### src/rtl/spipkt_read_arbiter.sv
// spipkt_read_arbiter: round-robin arbiter that lets four j4a threads share
// the single read port of the SPI packet receiver. It runs one read at a time:
// IDLE -> ISSUE (address strobe) -> WAIT (RD_LAT cycles) -> RESP (one-hot
// response pulse), and chains straight into the next ISSUE when more requests
// are pending.
//
// Optional feature macro: SPIPKT_ARB_FRESH_EN
//   defined   -> per-requester "fresh" flags set on every receiver page change
//   undefined -> fresh is tied to 0, fresh_clr is ignored
module spipkt_read_arbiter #(
  parameter int unsigned RD_LAT = 2,
  parameter int unsigned NREQ   = 4
) (
  input  logic                clk,
  input  logic                resetq,
  input  logic [NREQ-1:0]     req,
  input  logic [6*NREQ-1:0]   req_addr,
  output logic [NREQ-1:0]     gnt,
  output logic [NREQ-1:0]     rsp_valid,
  output logic [15:0]         rsp_data,
  output logic [1:0]          rsp_page,
  output logic                mem_setaddr,
  output logic [5:0]          mem_paddr,
  input  logic [15:0]         mem_pktwrd,
  input  logic [1:0]          mem_page,
  output logic [NREQ-1:0]     fresh,
  input  logic [NREQ-1:0]     fresh_clr
);

  localparam int unsigned IDXW  = $clog2(NREQ);
  localparam int unsigned CNTW  = 3;
  localparam int unsigned ADDRW = 6;

  typedef enum logic [1:0] {
    IDLE  = 2'd0,
    ISSUE = 2'd1,
    WAIT  = 2'd2,
    RESP  = 2'd3
  } state_t;

  state_t            state_q;
  logic [IDXW-1:0]   win_q;
  logic [IDXW-1:0]   last_served_q;
  logic [CNTW-1:0]   cnt_q;
  logic [NREQ-1:0]   gnt_q;
  logic [NREQ-1:0]   rsp_valid_q;
  logic [15:0]       rsp_data_q;
  logic [1:0]        rsp_page_q;
  logic              mem_setaddr_q;
  logic [ADDRW-1:0]  mem_paddr_q;

  logic [IDXW-1:0]   win_c;
  logic [IDXW-1:0]   idx_c;
  logic              any_req_c;
  logic [ADDRW-1:0]  win_addr_c;

  // Round-robin pick: scan from last_served+1 upward; the nearest requester wins.
  always_comb begin
    win_c     = last_served_q;
    idx_c     = last_served_q;
    any_req_c = 1'b0;
    for (int k = NREQ; k >= 1; k--) begin
      idx_c = IDXW'(last_served_q + IDXW'(k));
      if (req[idx_c]) begin
        win_c     = idx_c;
        any_req_c = 1'b1;
      end
    end
    win_addr_c = req_addr[ADDRW*win_c +: ADDRW];
  end

  // Read sequencer: state, grant/strobe/response outputs, latency counter.
  always_ff @(posedge clk) begin
    if (!resetq) begin
      state_q       <= IDLE;
      win_q         <= '0;
      last_served_q <= IDXW'(NREQ - 1);
      cnt_q         <= '0;
      gnt_q         <= '0;
      rsp_valid_q   <= '0;
      rsp_data_q    <= '0;
      rsp_page_q    <= '0;
      mem_setaddr_q <= 1'b0;
      mem_paddr_q   <= '0;
    end else begin
      case (state_q)
        IDLE: begin
          if (any_req_c) begin
            win_q         <= win_c;
            gnt_q         <= NREQ'(1) << win_c;
            mem_setaddr_q <= 1'b1;
            mem_paddr_q   <= win_addr_c;
            state_q       <= ISSUE;
          end
        end
        ISSUE: begin
          gnt_q         <= '0;
          mem_setaddr_q <= 1'b0;
          last_served_q <= win_q;
          cnt_q         <= CNTW'(RD_LAT - 1);
          state_q       <= WAIT;
        end
        WAIT: begin
          if (cnt_q == '0) begin
            rsp_data_q  <= mem_pktwrd;
            rsp_page_q  <= mem_page;
            rsp_valid_q <= NREQ'(1) << win_q;
            state_q     <= RESP;
          end else begin
            cnt_q <= cnt_q - CNTW'(1);
          end
        end
        RESP: begin
          rsp_valid_q <= '0;
          if (any_req_c) begin
            win_q         <= win_c;
            gnt_q         <= NREQ'(1) << win_c;
            mem_setaddr_q <= 1'b1;
            mem_paddr_q   <= win_addr_c;
            state_q       <= ISSUE;
          end else begin
            state_q <= IDLE;
          end
        end
        default: state_q <= IDLE;
      endcase
    end
  end

  assign gnt         = gnt_q;
  assign rsp_valid   = rsp_valid_q;
  assign rsp_data    = rsp_data_q;
  assign rsp_page    = rsp_page_q;
  assign mem_setaddr = mem_setaddr_q;
  assign mem_paddr   = mem_paddr_q;

`ifdef SPIPKT_ARB_FRESH_EN
  logic [1:0]      prev_page_q;
  logic [NREQ-1:0] fresh_q;
  logic            page_chg_c;

  assign page_chg_c = (mem_page != prev_page_q);

  // Previous page tracks mem_page even in reset so release never looks like a change.
  always_ff @(posedge clk) begin
    prev_page_q <= mem_page;
  end

  // Fresh flags: a page change sets all of them; a simultaneous clear loses.
  always_ff @(posedge clk) begin
    if (!resetq) begin
      fresh_q <= '0;
    end else begin
      fresh_q <= (fresh_q & ~fresh_clr) | {NREQ{page_chg_c}};
    end
  end

  assign fresh = fresh_q;
`else
  logic unused_fresh_clr;

  assign unused_fresh_clr = ^fresh_clr;
  assign fresh            = '0;
`endif

endmodule

### config.mk
export PLATFORM = sky130hd
export DESIGN_NAME = spipkt_read_arbiter
export DESIGN_NICKNAME = d
export VERILOG_FILES = /design/src/rtl/spipkt_read_arbiter.sv
export SDC_FILE = /design/constraint.sdc
export NUM_CORES = 1
export LEC_CHECK = 0
export CORE_AREA = 2 2 73 75
export CTS_CLUSTER_SIZE = 25
export DETAILED_ROUTE_END_ITERATION = 7
export DIE_AREA = 0 0 75 77
export PLACE_DENSITY = 0.87
export SYNTH_ARGS = -nofsm -noshare
export SYNTH_HDL_FRONTEND = slang
export SYNTH_SLANG_ARGS = --single-unit
### constraint.sdc
create_clock -name clk -period 2.35 [get_ports clk]
set_input_delay 0.235 -clock clk [delete_from_list [all_inputs] [get_ports clk]]
set_output_delay 0.235 -clock clk [all_outputs]
set_load 0.01 [all_outputs]
# Word-level counts from Yosys, hierarchy flattened
# Index checks and enable logic that the tools add are counted.
# classes
n_addsub,4
multipliers,1
div,0
magnitude_cmp,4
eq_ne,7
shifts,3
n_mux,27
bitwise_logic,0
reduce_logical,12
# ops
operator,n
indexed part select 24 x 6 -> 6 bit,1
case mux 4 bit (2 select lines),2
< comparator 2 x 3 -> 1 bit (second input constant),4
AND reduction 2 bit,6
2-to-1 mux 1 bit,10
2-to-1 mux 2 bit,5
binary-select mux 1 bit (select 2 bit),4
2-to-1 mux 4 bit,2
case mux 2 bit (4 select lines),1
left shift 1 x 2 -> 4 bit (first input constant),2
inequality test 2 bit (second input constant),3
case mux 3 bit (2 select lines),1
nonzero test 2 bit,3
adder 2 bit (second input constant),2
equality test 2 bit (second input constant),2
multiplier 2 x 2 -> 4 bit (first input constant),1
logical NOT 3 bit,1
2-to-1 mux 3 bit,1
subtractor 3 x 1 -> 3 bit (second input constant),1
adder 2 x 1 -> 2 bit (second input constant),1
equality test 2 x 1 -> 1 bit (second input constant),1
logical NOT 2 bit,1
inequality test 2 x 1 -> 1 bit (second input constant),1
case mux 1 bit (2 select lines),1
OR reduction 2 bit,1
# word_totals
regBits,42
latchBits,0
ram_bits,0
rom_bits,0
inputBits,52
out_inout_bits,37
word_cells,68
mem_count,0

# Logic depth before layout (Yosys ltp)
# Gate-level depths: netlist of run 1.
# depth
depth_word,9
ltp_mapped,8
ltp_nobuf,7

# Least setup slack after synthesis of run 1
# No wires, ideal clock.
# synth_timing
path_type,reg-to-reg
startpoint,reg state_q[0]
endpoint,"reg rsp_valid_q[1], in the netlist rsp_valid[1]"
setup_time_ns,0.076
arrival_time_ns,1.779
required_time_ns,2.274
slack_ns,0.495
path_stages_with_launch,8
n_path_buf,1
synth_period_minus_slack_ns,1.855
cell_sequence,dfxtp_1 -> inv_1 -> ha_1 -> clkbuf_1 -> nand2_1 -> o21ai_2 -> or4b_2 -> a21boi_0
# synth_via
elab_chain_cells,3
word_cells_on_any_way,6
classes_between,eq/ne (3); mux (1); reduce/logical (2)
# synth_lines
item,line_no,text
from (decl),41,state_t state_q;
from (signal assigned),75,state_q <= IDLE;
from (signal assigned),93,state_q <= ISSUE;
from (signal assigned),101,state_q <= WAIT;
equality test 2 bit,86,case (state_q)
inequality test 2 bit (no line) / nonzero test 2 bit (equally long branches),--,
AND reduction 2 bit (no line),--,
to (signal assigned),107,rsp_valid_q <= NREQ'(1) << win_q;
to (decl),46,logic [NREQ-1:0] rsp_valid_q;
# Parallel ways exist; a longest one is shown, timed or not.
# A chain may end at the register's enable or synchronous reset.

# Worst setup path in the final report of run 1
# layout_timing
startpoint,reg state_q[0]
endpoint,"reg mem_paddr_q[0], in the netlist mem_paddr[0]"
# layout_via
elab_chain_cells,3
word_cells_on_any_way,4
classes_between,eq/ne (1); reduce/logical (3)
# layout_lines
item,line_no,text
equality test 2 bit / logical NOT 2 bit (equally long branches),86,
OR reduction 2 bit (no line) (*),--,
AND reduction 2 bit (no line) (*),--,
to (signal assigned),92,mem_paddr_q <= win_addr_c;
to (signal assigned),119,mem_paddr_q <= win_addr_c;
to (decl),50,logic [ADDRW-1:0] mem_paddr_q;
# Every way passes the cells marked *; elsewhere a longest branch is shown, timed or not.

==> results of run 1 <==
## state kept, by name, indices dropped and copies added (netlist names)
register,count
cnt_q,3
gnt,4
last_served_q,2
mem_paddr,6
mem_setaddr,1
rsp_data,16
rsp_page,2
rsp_valid,4
state_q,2
win_q,2
## cells by family (layout without fill, tap and decap cells)
| group | Yosys count | after routing | synth area share, % |
|---|---|---|---|
| other cells | 1 | 4 | 0.184 |
| fa+ha+maj | 6 | 6 | 3.67 |
| compound gates | 68 | 68 | 23.9 |
| simple gates | 82 | 82 | 20.3 |
| buf+inv | 21 | 101 | 5.39 |
| flops | 42 | 42 | 41.2 |
| mux | 11 | 11 | 5.39 |
## routing by layer
metal | routed length (um) | vias up | global-route usage, %
met3 | 395 | 7 | 5.39
li1 | - | 962 | -
met4 | 42 | 0 | 3.75
met2 | 2390 | 74 | 31.2
met1 | 2010 | 863 | 19.9
met5 | 0 | - | 0
## synthesized netlist by cell type (4+ instances only)
cell and instances:
a211oi_1 12, a21boi_0 23, and2_1 5, buf_4 4, clkbuf_1 8, dfxtp_1 42
ha_1 6, inv_1 6, mux2i_1 11, nand2_1 50, nor2_1 6, nor2b_1 5
o21ai_0 13, o31a_1 6
## power by group through the flow
stage          Sequential, mW  Combinational, mW  Clock (mW)
6_report                 1.04               1.42       0.486
5_1_grt                  1.07               1.58       0.534
4_1_cts                  1.04               1.43       0.506
3_5_place_dp             1.06               1.42           0
3_3_place_gp             1.05               1.38           0
2_1_floorplan            1.10              0.799           0
## critical path, cell delays in order, from the launching register on
cell      delay, ps
dfxtp_1         430
inv_1           100
ha_1            360
nor2_1          300
nand3_1         310
a211oi_1        350
a211oi_1        100
## worst paths after layout
check | from | to
setup reg to reg | state_q[0] | mem_paddr[0]
hold reg to reg | rsp_page[1] | rsp_page[1]
hold / removal | rsp_page[1] | rsp_page[1]
setup / recovery | state_q[0] | mem_paddr[0]
## area by class of cell
class / count / area [sq um]
Multi-Input combinational cell: 171 / 1110
Inverter: 6 / 22.5
Fill cell: 444 / 1970
Sequential cell: 42 / 841
Clock buffer: 6 / 82.6
Timing Repair Buffer: 87 / 853
Clock inverter: 2 / 12.5
Tap cell: 70 / 87.6
==> out/qor.yml, run 1 <==
die:
  core_area_sq_um: 4980
  chipHeight_um: 77
  die-width_um: 75
  die_area_sq_um: 5780
  io_pins: 89
  start_util_pct: 41.1
  fp-row-count: 26
critical_path:
  worstPathMaxFanout: 8
  path_class: "flip-flop to flip-flop"
  start_kind: "flip-flop"
  cp_data_arrival_time_ps: 2230
  r2r_slack_ps: 270
  cp-end-kind: "flip-flop"
  required_ps: 2510
  reg2regPathDepth: 6
cells_and_area:
  area_growth_pct: 47.2
  final_core_util_pct: 60.4
  final_nets: 371
  mostFrequentLayoutCells: "clkdlybuf4s50_1 (80), nand2_1 (50), dfxtp_1 (42), a21boi_0 (23), o21ai_0 (13)"
  insertedDiodeCount: 0
  instances_no_fill: 384
  design_area_sq_um: 3010
  drive_above_1_share_pct: 7.32
  final_common_cell: "clkdlybuf4s50_1"
placed_design:
  dp_hpwl_um: 3610
  place_congestion: 0.788
  placedInstanceArea_sq_um: 2910
  port_buffers: 80
  placed_cells: 376
  dp_slack_ps: 84.5
min_path:
  hold_class: "flip-flop to flip-flop"
  hold_depth: 2
clocking:
  cts_resized: 0
  postCtsHoldBufs: 0
  post_cts_buffers: 0
  cts_buffer_depth: 2
  clock_latency_ps: 290
  cts_tree: "yes"
  numCtsBuffers: 5
  path_clk_slew_ps: 80
  clock-root-buffer: "clkbuf_8"
  cts_max_level: 2
  clock-sinks: 42
yosys:
  synth_ff_type: "dfxtp_1"
  async_flop_share_pct: 0
  yosysTopAreaCell: "dfxtp_1"
  seq_area_frac_synth_pct: 41.2
  synth.distinct_cells: 41
  synth_area_sq_um: 2040
  synthTopCellsByArea: "dfxtp_1 (41%), nand2_1 (9.2%), a21boi_0 (8.5%)"
  ys_ff_latch: 42
  synthCells: 231
  syn_avg_cell_area_sq_um: 8.85
  yosysWarningCount: 0
  synth-edff-count: 0
  synth.top_cell.area_share_pct: 41.2
power:
  peakVddDrop_mv: 0.594
  combPwrFrac_pct: 48.2
  p_switching_mw: 1.10
  p_leak_nw: 1.12
  switching_share_pct: 37.2
  internal-power_mw: 1.85
  power_mw: 2.95
  clkPwrFrac_pct: 16.5
  p_seq_share_pct: 35.4
  pwr_density_cell_nw_per_um2: 982
drt:
  dr.pass1.iters: 4
  ant_nets: 0
  drc_errors: 0
  routed_wl_um: 4850
  vias_per_cell: 4.96
  drt_iter0_drc: 51
  avgRoutedWirePerCell_um: 12.6
  vias: 1906
sta:
  clock_skew_ps: 4.62
  hold_viol: 0
  rsz0062_at_grt: "false"
  fin_crit_ps: 2080
  whs_ps: 462
  max_freq_mhz: 481
  slew_violations: 0
  fin_crit_sh_pct: 88.4
  fin_ws_ps: 272
  setup_tns_ps: 0
  setup_viol: 0
global_route:
  grt_max_degree: 43
  overflow: 0
  track_usage_pct: 17.5
  antenna_found_initial: 0
  first_global_vias: 1830
  grt_pass1_wl_um: 8050
job:
  drv_cap: 0
status:
  status: "completed"
Note: power is estimated with default switching activity, not from simulation.
==> run 2: changes to the inputs <==
--- a/config.mk
+++ b/config.mk
@@ -5,10 +5,12 @@
 export SDC_FILE = /design/constraint.sdc
 export NUM_CORES = 1
 export LEC_CHECK = 0
-export CORE_AREA = 2 2 73 75
+export ABC_AREA = 1
+export ABC_CLOCK_PERIOD_IN_PS = 2350
+export CORE_AREA = 2 2 75 77
 export CTS_CLUSTER_SIZE = 25
 export DETAILED_ROUTE_END_ITERATION = 7
-export DIE_AREA = 0 0 75 77
+export DIE_AREA = 0 0 77 79
 export PLACE_DENSITY = 0.87
 export SYNTH_ARGS = -nofsm -noshare
 export SYNTH_HDL_FRONTEND = slang
==> run 2 against run 1 <==
Compared with the run above:
- power rose by 34%
- design area rose by 3.5%
- hold slack got worse by 14 ps
- synthesized cell count rose by 31%
- non-clock buffer count fell by 4
- via count rose by 15%
- clock skew rose by 3.6 ps
- largest power group unchanged
- die area rose by 5.3%
- critical path depth rose by 4
- utilization fell by 2.1 points
- clock power fell by 7.2%
==> out/qor.yml, run 2 <==
drt:
  vias_per_cell: 4.88  # was 4.96
  drt_iter0_drc: 43  # was 51
  drc_errors: 0  # unchanged
  dr.pass1.iters: 4  # unchanged
  routed_wl_um: 5300  # was 4850 um
  ant_nets: 0  # unchanged
  vias: 2200  # was 1906
  avgRoutedWirePerCell_um: 11.7  # was 12.6 um
critical_path:
  start_kind: "flip-flop"  # unchanged
  required_ps: 2570  # was 2510 ps
  cp-startpoint: "last_served_q[0]"  # was state_q[0]
  max_stage_delay_ps: 600  # was 430 ps
  r2r-start: "last_served_q[0]"  # was state_q[0]
  critPathCapture: "win_q[1]"  # was mem_paddr[0]
  cp_data_arrival_time_ps: 2330  # was 2230 ps
  worstPathMaxFanout: 22  # was 8
  reg2regPathDepth: 10  # was 6
  r2r_slack_ps: 240  # was 270 ps
  worstReg2RegEnd: "win_q[1]"  # was mem_paddr[0]
  crit_chain: "buf_4 > inv_8 > nand2_2 > nand2_4 > nand2_2 > nand2_2 > nor3_2 > nor2_2 > o21ai_0 > a21oi_1"  # was inv_1 > ha_1 > nor2_1 > nand3_1 > a211oi_1 > a211oi_1
  path_class: "flip-flop to flip-flop"  # unchanged
  critical_path.slowest_cell: "nor2_2"  # was dfxtp_1
  cp-end-kind: "flip-flop"  # unchanged
  crit_top_cell: "nand2_2"  # was a211oi_1
die:
  chipHeight_um: 79  # was 77 um
  die-width_um: 77  # was 75 um
  core_area_sq_um: 5340  # was 4980 sq um
  die_area_sq_um: 6080  # was 5780 sq um
  start_util_pct: 41.4  # was 41.1%
  io_pins: 89  # unchanged
  fp-row-count: 27  # was 26
sta:
  setup_tns_ps: 0  # unchanged
  hold_viol: 0  # unchanged
  slew_violations: 0  # unchanged
  worst_slew_pin_slew_ps: 781
  max_freq_mhz: 474  # was 481 MHz
  rsz0062_at_grt: "false"  # unchanged
  clock_skew_ps: 8.22  # was 4.62 ps
  fin_ws_ps: 242  # was 272 ps
  fin_crit_ps: 2110  # was 2080 ps
  fin_crit_sh_pct: 89.7  # was 88.4%
  setup_viol: 0  # unchanged
  slew_headroom_pct: 47.9
  whs_ps: 448  # was 462 ps
yosys:
  synth_area_sq_um: 2210  # was 2040 sq um
  seq_area_frac_synth_pct: 38.0  # was 41.2%
  synthTopCellsByArea: "dfxtp_1 (38%), a21oi_1 (8.4%), o21ai_0 (7.5%)"  # was dfxtp_1 (41%), nand2_1 (9.2%), a21boi_0 (8.5%)
  yosysMostFrequentCell: "nand2_1"  # unchanged
  syn_avg_cell_area_sq_um: 7.32  # was 8.85 sq um
  synth.top_cell.area_share_pct: 38.0  # was 41.2%
  ys_ff_latch: 42  # unchanged
  synthCells: 302  # was 231
  async_flop_share_pct: 0  # unchanged
  synth-edff-count: 0  # unchanged
  synth.distinct_cells: 32  # was 41
  yosysWarningCount: 0  # unchanged
  yosys-top-cells-count: "nand2_1 (43), dfxtp_1 (42), a21oi_1 (37), inv_1 (35), o21ai_0 (33)"  # was nand2_1 (50), dfxtp_1 (42), a21boi_0 (23), o21ai_0 (13), a211oi_1 (12)
  yosysTopAreaCell: "dfxtp_1"  # unchanged
  synth_ff_type: "dfxtp_1"  # unchanged
cells_and_area:
  mostFrequentLayoutCells: "clkdlybuf4s50_1 (80), nand2_1 (43), dfxtp_1 (42), a21oi_1 (37), inv_1 (35)"  # was clkdlybuf4s50_1 (80), nand2_1 (50), dfxtp_1 (42), a21boi_0 (23), o21ai_0 (13)
  area_growth_pct: 40.7  # was 47.2%
  final_common_cell: "clkdlybuf4s50_1"  # unchanged
  largest_register_ffs: 16  # unchanged
  final_nets: 436  # was 371
  drive_above_1_share_pct: 11.3  # was 7.32%
  insertedDiodeCount: 0  # unchanged
placed_design:
  dp_slack_ps: 150  # was 84.5 ps
  dp_hpwl_um: 4010  # was 3610 um
  port_buffers: 80  # unchanged
  place_congestion: 0.817  # was 0.788
power:
  p_leak_nw: 1.26  # was 1.12 nW
  peakVddDrop_mv: 0.852  # was 0.594 mV
  pwr_density_cell_nw_per_um2: 1270  # was 982 nW/um^2
  combPwrFrac_pct: 60.4  # was 48.2%
  p_seq_share_pct: 28.2  # was 35.4%
  p_switching_mw: 1.80  # was 1.10 mW
  internal-power_mw: 2.15  # was 1.85 mW
  switching_share_pct: 45.6  # was 37.2%
  clkPwrFrac_pct: 11.4  # was 16.5%
global_route:
  antenna_found_initial: 0  # unchanged
  track_usage_pct: 18.4  # was 17.5%
  grt_max_degree: 37  # was 43
  grt_pass1_wl_um: 9140  # was 8050 um
  first_global_vias: 2072  # was 1830
  overflow: 0  # unchanged
clocking:
  numCtsBuffers: 5  # unchanged
  clock_latency_ps: 290  # about the same
  path_clk_slew_ps: 80  # about the same
  cts_buffer_depth: 2  # unchanged
  cts_max_level: 2  # unchanged
  clock-sinks: 42  # unchanged
  clock-root-buffer: "clkbuf_8"  # unchanged
  cts_tree: "yes"  # unchanged
  postCtsHoldBufs: 0  # unchanged
  post_cts_buffers: 0  # unchanged
  cts_resized: 0  # unchanged
status:
  status: "completed"  # unchanged
job:
  drv_cap: 0  # unchanged
min_path:
  hold_class: "flip-flop to flip-flop"  # unchanged
==> run 2: cell count changes in the layout (fill, tap and decap cells not counted), moves of 6 or more <==
cell | previous run | this run
a21oi_1 | 3 | 37
nand2_2 | 0 | 12
nand2_1 | 50 | 43
o21ai_0 | 13 | 33
o31a_1 | 6 | 0
nand2_4 | 0 | 6
a211oi_1 | 12 | 1
mux2i_1 | 11 | 0
nand4_1 | 0 | 7
a21boi_0 | 23 | 0
inv_1 | 6 | 35
nor2_1 | 6 | 17
nand3_1 | 1 | 26
==> run 2: power by group through the flow <==
stage | clock, mW | sequential (mW) | combinational (mW)
final | 0.451 | 1.12 | 2.39
after global routing | 0.504 | 1.15 | 2.66
after detailed placement | 0 | 1.13 | 2.39
after CTS | 0.469 | 1.12 | 2.40
after floorplan | 0 | 1.19 | 1.67
after global placement | 0 | 1.12 | 2.30
==> run 2: cell type report <==
cell class / instances / area [sq um]
flip-flops and latches: 42 / 841
clock inverters: 2 / 13.8
fillers: 501 / 2230
multi-input cells: 207 / 1110
repair buffers: 83 / 823
clock buffers: 6 / 72.6
inverters: 39 / 156
well taps: 72 / 90.1
==> run 2: stage by stage <==
step | cell area [sq um] | utilization, % | instances | power (mW)
3_5_place_dp | 3030 | 56.7 | 443 | 3.52
5_1_grt | 3110 | 58.3 | 451 | 4.32
6_report | 3110 | 58.3 | 451 | 3.96
2_1_floorplan | 2220 | - | 305 | 2.87
4_1_cts | 3110 | 58.3 | 451 | 3.99
3_3_place_gp | 3030 | 56.7 | 443 | 3.42
==> run 2: how the worst min path moves through the flow <==
stage	from	endpoint	cells after the start
after floorplan	resetq	last_served_q[0]	3
after global placement	rsp_data[8]	rsp_data[8]	2
after detailed placement	rsp_data[8]	rsp_data[8]	2
after CTS	rsp_data[4]	rsp_data[4]	2
after global routing	rsp_data[4]	rsp_data[4]	2
final	rsp_data[8]	rsp_data[8]	2
==> run 2: critical path: cells and delay by family, from the launching register on <==
| family | cells | cell delay (ps) |
|---|---|---|
| flip-flops | 1 | 390 |
| buffers and inverters | 2 | 290 |
| AO/OA/AOI/OAI | 2 | 400 |
| AND/OR/NAND/NOR | 6 | 970 |
==> run 2: metal layers <==
| metal | vias to the layer above | part of all wire [%] | GRT usage [%] | routed length (um) |
|---|---|---|---|---|
| li1 | 1128 | - | - | - |
| met1 | 993 | 43 | 20.3 | 2260 |
| met2 | 73 | 49 | 33.6 | 2600 |
| met3 | 6 | 6.9 | 5.23 | 368 |
| met4 | 0 | 1.2 | 6.96 | 65 |
| met5 | - | 0 | 0 | 0 |
==> run 2: logic make-up after synthesis <==
group	share of synthesized area [%]
adder cells (fa/ha/maj)	3.40
AO/OA/AOI/OAI	17.5
buffers and inverters	12.1
flip-flops	38.0
other	0.170
AND/OR/NAND/NOR	28.8
==> run 3: changes to the inputs <==
--- a/config.mk
+++ b/config.mk
@@ -6,11 +6,12 @@
 export NUM_CORES = 1
 export LEC_CHECK = 0
 export ABC_AREA = 1
-export ABC_CLOCK_PERIOD_IN_PS = 2350
+export ABC_CLOCK_PERIOD_IN_PS = 2100
 export CORE_AREA = 2 2 75 77
 export CTS_CLUSTER_SIZE = 25
 export DETAILED_ROUTE_END_ITERATION = 7
 export DIE_AREA = 0 0 77 79
+export HOLD_SLACK_MARGIN = 0.02
 export PLACE_DENSITY = 0.87
 export SYNTH_ARGS = -nofsm -noshare
 export SYNTH_HDL_FRONTEND = slang
==> constraint.sdc (replaced) <==
create_clock -name clk -period 2.1 [get_ports clk]
set_input_delay 0.21 -clock clk [delete_from_list [all_inputs] [get_ports clk]]
set_output_delay 0.21 -clock clk [all_outputs]
set_load 0.01 [all_outputs]
==> run 3 against run 2 <==
Compared with the run above:
- hold slack got worse by 3.0 ps
- non-clock buffer count increased by 2
- first-iteration DRC count grew 74%
- routed wire length down 0.11%
- utilization is 0.28 points higher
- combinational power rose by 13%
- sequential power increased by 11%
- maximum frequency grew 14%
- design area increased by 0.48%
- final cell count rose by 0.44%
- register-to-register slack hardly changed
- via count increased by 1.4%
- critical endpoint is now mem_paddr[3]
- largest power group unchanged
- highest routed layer unchanged
==> out/qor.yml, run 3 (synthesis gave the netlist of run 2 again) <==
status:
  status: "completed"  # unchanged
critical_path:
  r2r_slack_ps: 240  # about the same
  worstPathMaxFanout: 12  # was 22
  max_stage_delay_ps: 320  # was 600 ps
  critPathCapture: "mem_paddr[3]"  # was win_q[1]
  reg2regPathDepth: 11  # was 10
  required_ps: 2290  # was 2570 ps
  critical_path.slowest_cell: "dfxtp_1"  # was nor2_2
  crit_top_cell: "nand2_2"  # unchanged
  r2r-start: "last_served_q[0]"  # unchanged
  crit_chain: "buf_4 > inv_8 > nand2_2 > nand2_2 > nand2_2 > nand2_2 > nor3_2 > nor2_2 > buf_4 > o21ai_0 > nor2_1"  # was buf_4 > inv_8 > nand2_2 > nand2_4 > nand2_2 > nand2_2 > nor3_2 > nor2_2 > o21ai_0 > a21oi_1
  cp_data_arrival_time_ps: 2050  # was 2330 ps
  cp-startpoint: "last_served_q[0]"  # unchanged
  worstReg2RegEnd: "mem_paddr[3]"  # was win_q[1]
  path_class: "flip-flop to flip-flop"  # unchanged
  cp-end-kind: "flip-flop"  # unchanged
  start_kind: "flip-flop"  # unchanged
drt:
  drt_iter0_drc: 75  # was 43
  wl_met2_um: 2570  # was 2600 um
  ant_nets: 0  # unchanged
  avgRoutedWirePerCell_um: 11.7  # about the same
  vias_per_cell: 4.92  # was 4.88
  routed_wl_um: 5290  # was 5300 um
  dr.pass1.iters: 5  # was 4
  vias: 2230  # was 2200
  drc_errors: 0  # unchanged
  topRoutingLayerUsed: "met4"  # unchanged
  drt-met1-wl_um: 2340  # was 2260 um
  wl_met3_um: 304  # was 368 um
clocking:
  cts_buffer_depth: 2  # unchanged
  post_cts_buffers: 0  # unchanged
  cts_max_level: 2  # unchanged
  path_clk_slew_ps: 90  # was 80 ps
  clock-sinks: 42  # unchanged
  postCtsHoldBufs: 0  # unchanged
  clock-root-buffer: "clkbuf_8"  # unchanged
  cts_resized: 0  # unchanged
  numCtsBuffers: 5  # unchanged
  cts_tree: "yes"  # unchanged
  clock_latency_ps: 300  # was 290 ps
sta:
  hold_viol: 0  # unchanged
  rsz0062_at_grt: "false"  # unchanged
  whs_ps: 445  # was 448 ps
  slew_violations: 0  # unchanged
  fin_ws_ps: 243  # was 242 ps
  setup_viol: 0  # unchanged
  setup_tns_ps: 0  # unchanged
  fin_crit_ps: 1860  # was 2110 ps
  clock_skew_ps: 11.2  # was 8.22 ps
  max_freq_mhz: 539  # was 474 MHz
  fin_crit_sh_pct: 88.4  # was 89.7%
cells_and_area:
  final_common_cell: "clkdlybuf4s50_1"  # unchanged
  largest_register_ffs: 16  # unchanged
  final_core_util_pct: 58.6  # was 58.3%
  insertedDiodeCount: 0  # unchanged
  multi_input_area_sq_um: 1110  # unchanged
  seqCellArea_sq_um: 841  # unchanged
  fill_cells: 487  # was 501
  area_growth_pct: 41.4  # was 40.7%
  drive_above_1_share_pct: 11.8  # was 11.3%
  mostFrequentLayoutCells: "clkdlybuf4s50_1 (80), nand2_1 (43), dfxtp_1 (42), a21oi_1 (37), inv_1 (35)"  # unchanged
  final_nets: 438  # was 436
global_route:
  grt_max_degree: 37  # unchanged
  antenna_found_initial: 0  # unchanged
  overflow: 0  # unchanged
  track_usage_pct: 17.5  # was 18.4%
  grt_pass1_wl_um: 8730  # was 9140 um
  first_global_vias: 1985  # was 2072
power:
  pwr_density_cell_nw_per_um2: 1430  # was 1270 nW/um^2
  p_leak_nw: 1.27  # was 1.26 nW
  power_mw: 4.47  # was 3.96 mW
  peakVddDrop_mv: 0.930  # was 0.852 mV
die:
  chipHeight_um: 79  # unchanged
  fp-row-count: 27  # unchanged
  die-width_um: 77  # unchanged
  start_util_pct: 41.4  # unchanged
  die_area_sq_um: 6080  # unchanged
  io_pins: 89  # unchanged
  core_area_sq_um: 5340  # unchanged
placed_design:
  place_congestion: 0.818  # was 0.817
  port_buffers: 80  # unchanged
  dp_slack_ps: 111  # was 150 ps
  dp_hpwl_um: 4020  # was 4010 um
min_path:
  hold_class: "flip-flop to flip-flop"  # unchanged
  hold_depth: 2  # unchanged
job:
  drv_cap: 0  # unchanged
==> run 3: metal layers <==
metal	track usage, %	up-vias
li1	-	1134
met1	20.9	1004
met2	31.4	86
met3	3.30	6
met4	6.79	0
met5	0	-
==> run 3: metrics by stage <==
stage                     std cells  instance area [sq um]
after global routing            453                   3130
after global placement          445                   3040
after floorplan                 305                   2220
after CTS                       453                   3130
final                           453                   3130
after detailed placement        445                   3040
==> run 3: layout make-up <==
type,count,area share (%)
repair buffers,85,26.8
clock buffers,6,2.32
flip-flops and latches,42,26.9
multi-input cells,207,35.7
clock inverters,2,0.440
inverters,39,5.00
well taps,72,2.88
==> run 3: power breakdown <==
group          internal (mW)  leakage (nW)  switching (mW)
clock network          0.235        0.0452           0.276
registers               1.08         0.345           0.162
logic                   1.13         0.876            1.58
==> run 3: critical path: cells and delay by family (launching register included) <==
family	cells	cell delay, ps
and+or+nand+nor	7	790
buffers and inverters	3	460
DFF	1	320
AOI/OAI and AO/OA	1	180
==> run 3: worst min path at each step <==
stage / start / slack, ps / endpoint
after floorplan: resetq / 390 / last_served_q[0]
after global placement: rsp_data[9] / 430 / rsp_data[9]
after detailed placement: rsp_data[10] / 440 / rsp_data[10]
after CTS: rsp_data[15] / 450 / rsp_data[15]
after global routing: rsp_data[7] / 470 / rsp_data[7]
final: rsp_data[15] / 440 / rsp_data[15]
